===== src/rtl/synth_pkg.sv =====
// Shared constants and parser state encoding for the PS/2 voice allocator.
package synth_pkg;
  localparam logic [7:0] KEY_BREAK  = 8'hF0;
  localparam logic [7:0] KEY_EXT    = 8'hE0;
  localparam int         NUM_VOICES = 4;
  localparam int         VIDX_W     = $clog2(NUM_VOICES);

  typedef enum logic [1:0] {
    IDLE,
    BRK,
    EXT,
    EXT_BRK
  } parser_state_t;
endpackage


===== src/rtl/voice_lru.sv =====
// Per-channel age ranks (0 = youngest); a touch makes a channel youngest
// and ages every channel that was younger than it.
module voice_lru
  import synth_pkg::*;
(
  input  logic              clk,
  input  logic              reset,
  input  logic              touch_i,
  input  logic [VIDX_W-1:0] touch_idx_i,
  output logic [VIDX_W-1:0] oldest_o
);

  localparam logic [VIDX_W-1:0] RANK_MAX = VIDX_W'(NUM_VOICES - 1);

  logic [VIDX_W-1:0] rank_q [NUM_VOICES];
  logic [VIDX_W-1:0] rank_d [NUM_VOICES];

  always_comb begin
    rank_d = rank_q;
    if (touch_i) begin
      for (int i = 0; i < NUM_VOICES; i++) begin
        if (touch_idx_i == VIDX_W'(i)) begin
          rank_d[i] = '0;
        end else if (rank_q[i] < rank_q[touch_idx_i]) begin
          rank_d[i] = rank_q[i] + VIDX_W'(1);
        end
      end
    end
  end

  // Ranks stay a permutation, so exactly one channel carries RANK_MAX.
  always_comb begin
    oldest_o = '0;
    for (int i = 0; i < NUM_VOICES; i++) begin
      if (rank_q[i] == RANK_MAX) oldest_o = VIDX_W'(i);
    end
  end

  always_ff @(posedge clk) begin
    if (reset) begin
      for (int i = 0; i < NUM_VOICES; i++) rank_q[i] <= VIDX_W'(i);
    end else begin
      rank_q <= rank_d;
    end
  end

endmodule


===== src/rtl/voice_allocator.sv =====
// PS/2 set-2 scan parser that maps held keys onto four voice channels.
// Define VOICE_STEAL_EN to steal the oldest channel instead of dropping.
module voice_allocator
  import synth_pkg::*;
(
  input  logic          clk,
  input  logic          reset,
  // scan_byte is only meaningful while scan_ready is high; there is no
  // back-pressure, every strobe is consumed on the edge that samples it.
  input  logic          scan_ready,
  input  logic [7:0]    scan_byte,
  output logic [7:0]    scan_code1,
  output logic [7:0]    scan_code2,
  output logic [7:0]    scan_code3,
  output logic [7:0]    scan_code4,
  output logic [3:0]    busy,
  output logic          drop,
  output parser_state_t state_dbg,
  output logic [1:0]    oldest_dbg
);

  parser_state_t           state_q, state_d;
  logic [7:0]              code_q [NUM_VOICES];
  logic [7:0]              code_d [NUM_VOICES];
  logic [NUM_VOICES-1:0]   busy_q, busy_d;
  logic                    drop_q, drop_d;

  logic [NUM_VOICES-1:0]   hit;
  logic                    free_found;
  logic [VIDX_W-1:0]       free_idx;
  logic                    touch;
  logic [VIDX_W-1:0]       touch_idx;
  logic [VIDX_W-1:0]       oldest;

  // Descending scan leaves the lowest-numbered free channel in free_idx.
  always_comb begin
    hit        = '0;
    free_found = 1'b0;
    free_idx   = '0;
    for (int i = NUM_VOICES - 1; i >= 0; i--) begin
      if (busy_q[i] && (code_q[i] == scan_byte)) hit[i] = 1'b1;
      if (!busy_q[i]) begin
        free_found = 1'b1;
        free_idx   = VIDX_W'(i);
      end
    end
  end

  always_comb begin
    state_d   = state_q;
    code_d    = code_q;
    busy_d    = busy_q;
    drop_d    = 1'b0;
    touch     = 1'b0;
    touch_idx = '0;
    if (scan_ready) begin
      unique case (state_q)
        IDLE: begin
          if (scan_byte == KEY_BREAK) begin
            state_d = BRK;
          end else if (scan_byte == KEY_EXT) begin
            state_d = EXT;
          end else if (hit == '0) begin
            if (free_found) begin
              code_d[free_idx] = scan_byte;
              busy_d[free_idx] = 1'b1;
              touch            = 1'b1;
              touch_idx        = free_idx;
            end else begin
`ifdef VOICE_STEAL_EN
              code_d[oldest] = scan_byte;
              touch          = 1'b1;
              touch_idx      = oldest;
`else
              drop_d = 1'b1;
`endif
            end
          end
        end
        BRK: begin
          state_d = IDLE;
          for (int i = 0; i < NUM_VOICES; i++) begin
            if (hit[i]) begin
              code_d[i] = KEY_BREAK;
              busy_d[i] = 1'b0;
            end
          end
        end
        EXT:     state_d = (scan_byte == KEY_BREAK) ? EXT_BRK : IDLE;
        EXT_BRK: state_d = IDLE;
        default: state_d = IDLE;
      endcase
    end
  end

  always_ff @(posedge clk) begin
    if (reset) begin
      state_q <= IDLE;
      busy_q  <= '0;
      drop_q  <= 1'b0;
      for (int i = 0; i < NUM_VOICES; i++) code_q[i] <= KEY_BREAK;
    end else begin
      state_q <= state_d;
      busy_q  <= busy_d;
      drop_q  <= drop_d;
      code_q  <= code_d;
    end
  end

  voice_lru u_lru (
    .clk        (clk),
    .reset      (reset),
    .touch_i    (touch),
    .touch_idx_i(touch_idx),
    .oldest_o   (oldest)
  );

  assign scan_code1 = code_q[0];
  assign scan_code2 = code_q[1];
  assign scan_code3 = code_q[2];
  assign scan_code4 = code_q[3];
  assign busy       = busy_q;
  assign drop       = drop_q;
  assign state_dbg  = state_q;
  assign oldest_dbg = oldest;

endmodule

===== config.mk =====
export PLATFORM = sky130hd
export DESIGN_NAME = voice_allocator
export DESIGN_NICKNAME = d
export VERILOG_FILES = /design/src/rtl/synth_pkg.sv /design/src/rtl/voice_lru.sv /design/src/rtl/voice_allocator.sv
export SDC_FILE = /design/constraint.sdc
export NUM_CORES = 1
export LEC_CHECK = 0
export CORE_ASPECT_RATIO = 1.25
export CORE_UTILIZATION = 59
export CTS_BUF_LIST = sky130_fd_sc_hd__clkbuf_2 sky130_fd_sc_hd__clkbuf_4 sky130_fd_sc_hd__clkbuf_8
export DETAILED_ROUTE_END_ITERATION = 12
export PLACE_DENSITY = 0.95
export SLEW_MARGIN = 5
export SYNTH_ARGS = -nofsm -noshare
export SYNTH_HDL_FRONTEND = slang
export SYNTH_SLANG_ARGS = --single-unit

===== constraint.sdc =====
create_clock -name clk -period 5.65 [get_ports clk]
set_clock_uncertainty 0.1 [all_clocks]
set_input_delay 1.13 -clock clk [delete_from_list [all_inputs] [get_ports clk]]
set_output_delay 1.13 -clock clk [all_outputs]
set_load 0.02 [all_outputs]

==> results.ini <==
[status]
run_status = completed

[cts]
clk-insertion-delay-late_ps = 300
cts_post_setup_buffers_inserted = 0
post_cts_resized = 0
cts_root_buf = clkbuf_8
clk_pin_slew_worst_paths_ps = 90
total_number_of_clock_tree_sinks = 47
hold_buffers = 0
cts_inserted_buffers = 5
clock_path_buffers = 2
tritoncts = yes
ctsHtreeMaxLevel = 2

[layout]
syn_to_final_growth_pct = 17.4
combined_area_of_the_multi_input_logic_cells_sq_um = 1860
layout.filler_cells = 330
fraction_of_final_layout_cells_sized_beyond_drive_strength_1_pct = 11.8
insertedDiodeCount = 0
area.sequential_sq_um = 941
finish.net_count = 394

[logic_synthesis]
post_synth_inst_count = 346
postSynthNetCount = 360
synth_most_common_cell = dfxtp_1
syn_area_per_cell_sq_um = 8.68
yosysWarnings = 0
yosys.area.top_type_share_pct = 31.3
synth_enable_flop_cells = 0
postSynthRegisterBits = 47
synth_seq_area_share_pct = 31.3
most_area_hungry_cell_type_in_the_yosys_netlist = dfxtp_1
synthArstFlopShare_pct = 0
synth_common_cells = dfxtp_1, nand2_1, nor2_1
dominantRegCellSynth = dfxtp_1
ys_top_cells_by_area = dfxtp_1, nand2_1, nor2_1
synthDistinctLibCells = 64
synthesis.area_sq_um = 3000

[pwr]
cellPowerDensity_nw_per_um2 = 212
power.static_leakage_nw = 1.36
power.ir.vdd_worst_mv = 0.137

[setup_path]
worstSetupEndpointType = register
crit_chain = clkdlybuf4s50_1 > xor2_1 > nor3_1 > nand4_2 > nand4_4 > nor3_1 > nor2_1 > a21oi_1 > nor3b_1 > o21bai_1
cp_data_arrival_time_ps = 4180
critical_path_required_ps = 5730
cp_slowest_stage_delay_ps = 870
crit_top_cell = nor3_1
cp-start-kind = input pin
worstPathMaxFanout = 10
worstSetupPathType = input pin to register
critPathSlowestCell = clkdlybuf4s50_1

[floorplan]
i_o_pin_count = 52
dieWidth_um = 65.8
design.die.area_sq_um = 5380
start_util_pct = 62.6
rows = 28
floorplan.die.height_um = 81.8
floorplan.core_area_sq_um = 4800

[detailed_routing]
first_iter_violations = 208
routed_via_density = 6.15
dr.pass1.iters = 5
wl_per_cell_um = 17.4
num_vias = 2707
residual_antenna_violating_net_count_after_detailed_routing = 0
postRouteWirelength_um = 7670
drc_errors = 0

[flow_run]
drv_cap = 0

[sta]
setup_repair_after_global_routing_missed_its_margin = false
maxSlewViolCount = 0
timing.final.hold_violations = 0
timing.hold.ws_ps = 413
final.min_clock_period_ps = 4100
timing.final.setup_violations = 0
worst_slew_pin_slew_ps = 1360
post-route-period-util_pct = 72.6
maxSlewHeadroom_pct = 9.31
achievable_frequency_mhz = 244
finalSetupTns_ps = 0

[global_routing]
via_count_of_the_first_global_routing_pass = 2586
grt_first_pass_wirelength_um = 12000
globalRouteOverflowTotal = 0
maximum_number_of_pins_on_one_net_before_global_route_repair = 35
grt_usage_pct = 29.5
antenna_found_initial = 0

[placement]
dp_hpwl_um = 5540
port_buffers = 51
gp_congestion = 0.886

[min_path]
worst_min_path_class = register to register

cells in the final DEF, fill, tap and decap left out, types with 7 or more instances in the layout:
master and instances:
a21oi_1 24, a31oi_1 11, clkdlybuf4s50_1 51, dfxtp_1 47, inv_1 7, mux2i_1 7
nand2_1 37, nand3_1 12, nor2_1 35, nor3_1 17, o21bai_1 7, xnor2_1 11
xnor2_2 7, xor2_1 10
routing by layer:
metal,wire length (um),track usage [%],up-vias
met5,0,0,-
met3,524,6.11,23
met2,3890,50.9,120
met1,3000,34.1,1278
met4,252,14.8,0
li1,-,-,1286
worst max-delay path, delay by kind of cell:
kind	cells	cell delay, ps
buf+inv	1	870
xor+xnor	1	200
simple gates	6	1480
compound gates	2	500
through the flow:
stage,setup WS (ps),utilization [%],power [mW],area [sq um],instances
floorplan,2360,-,0.468,3000,346
global placement,1410,71.3,0.500,3420,433
detailed placement,1370,71.3,0.505,3420,433
CTS,1600,73.5,0.746,3530,440
global route,1260,73.5,0.773,3530,440
finish,1550,73.5,0.749,3530,440
worst paths after layout:
path / startpoint / to / slack [ps] / cells past startpoint
max: scan_byte[6] / scan_code1[6] / 1550 / 10
min: scan_code2[6] / scan_code2[6] / 410 / 2
min reg2reg: scan_code2[6] / scan_code2[6] / 410 / 2
max reg2reg: scan_code1[3] / scan_code1[6] / 2850 / 9
area by class of cell:
| cell class | instances | area share (%) |
|---|---|---|
| inverter | 7 | 0.745 |
| clock buffer | 6 | 2.16 |
| timing repair buffer | 52 | 14.7 |
| tap | 60 | 2.13 |
| multi-input combinational | 267 | 52.7 |
| clock inverter | 1 | 0.851 |
| sequential | 47 | 26.7 |
report_power, final:
group	leakage, nW	internal, mW	switching [mW]	total, mW
registers	0.382	0.342	0.0153	0.357
clock network	0.0547	0.135	0.114	0.248
logic	0.924	0.0614	0.0817	0.143
logic make-up (layout without fill, tap and decap cells):
group	after synthesis	count (layout)	share of synthesized area, %
muxes	8	8	2.79
buffers and inverters	32	66	6.75
adders and majority gates	3	3	1.25
AOI/OAI and AO/OA	71	71	16.5
and+or+nand+nor	153	153	29.4
xor gates and xnor gates	32	32	12.1
DFF	47	47	31.3
registers in the layout, summed over array words and instances (netlist names):
register / count
scan_code1: 8
scan_code3: 8
state_dbg: 2
u_lru.rank_q: 8
drop: 1
busy: 4
scan_code4: 8
scan_code2: 8
No activity file was read; power rests on OpenSTA's default activity.
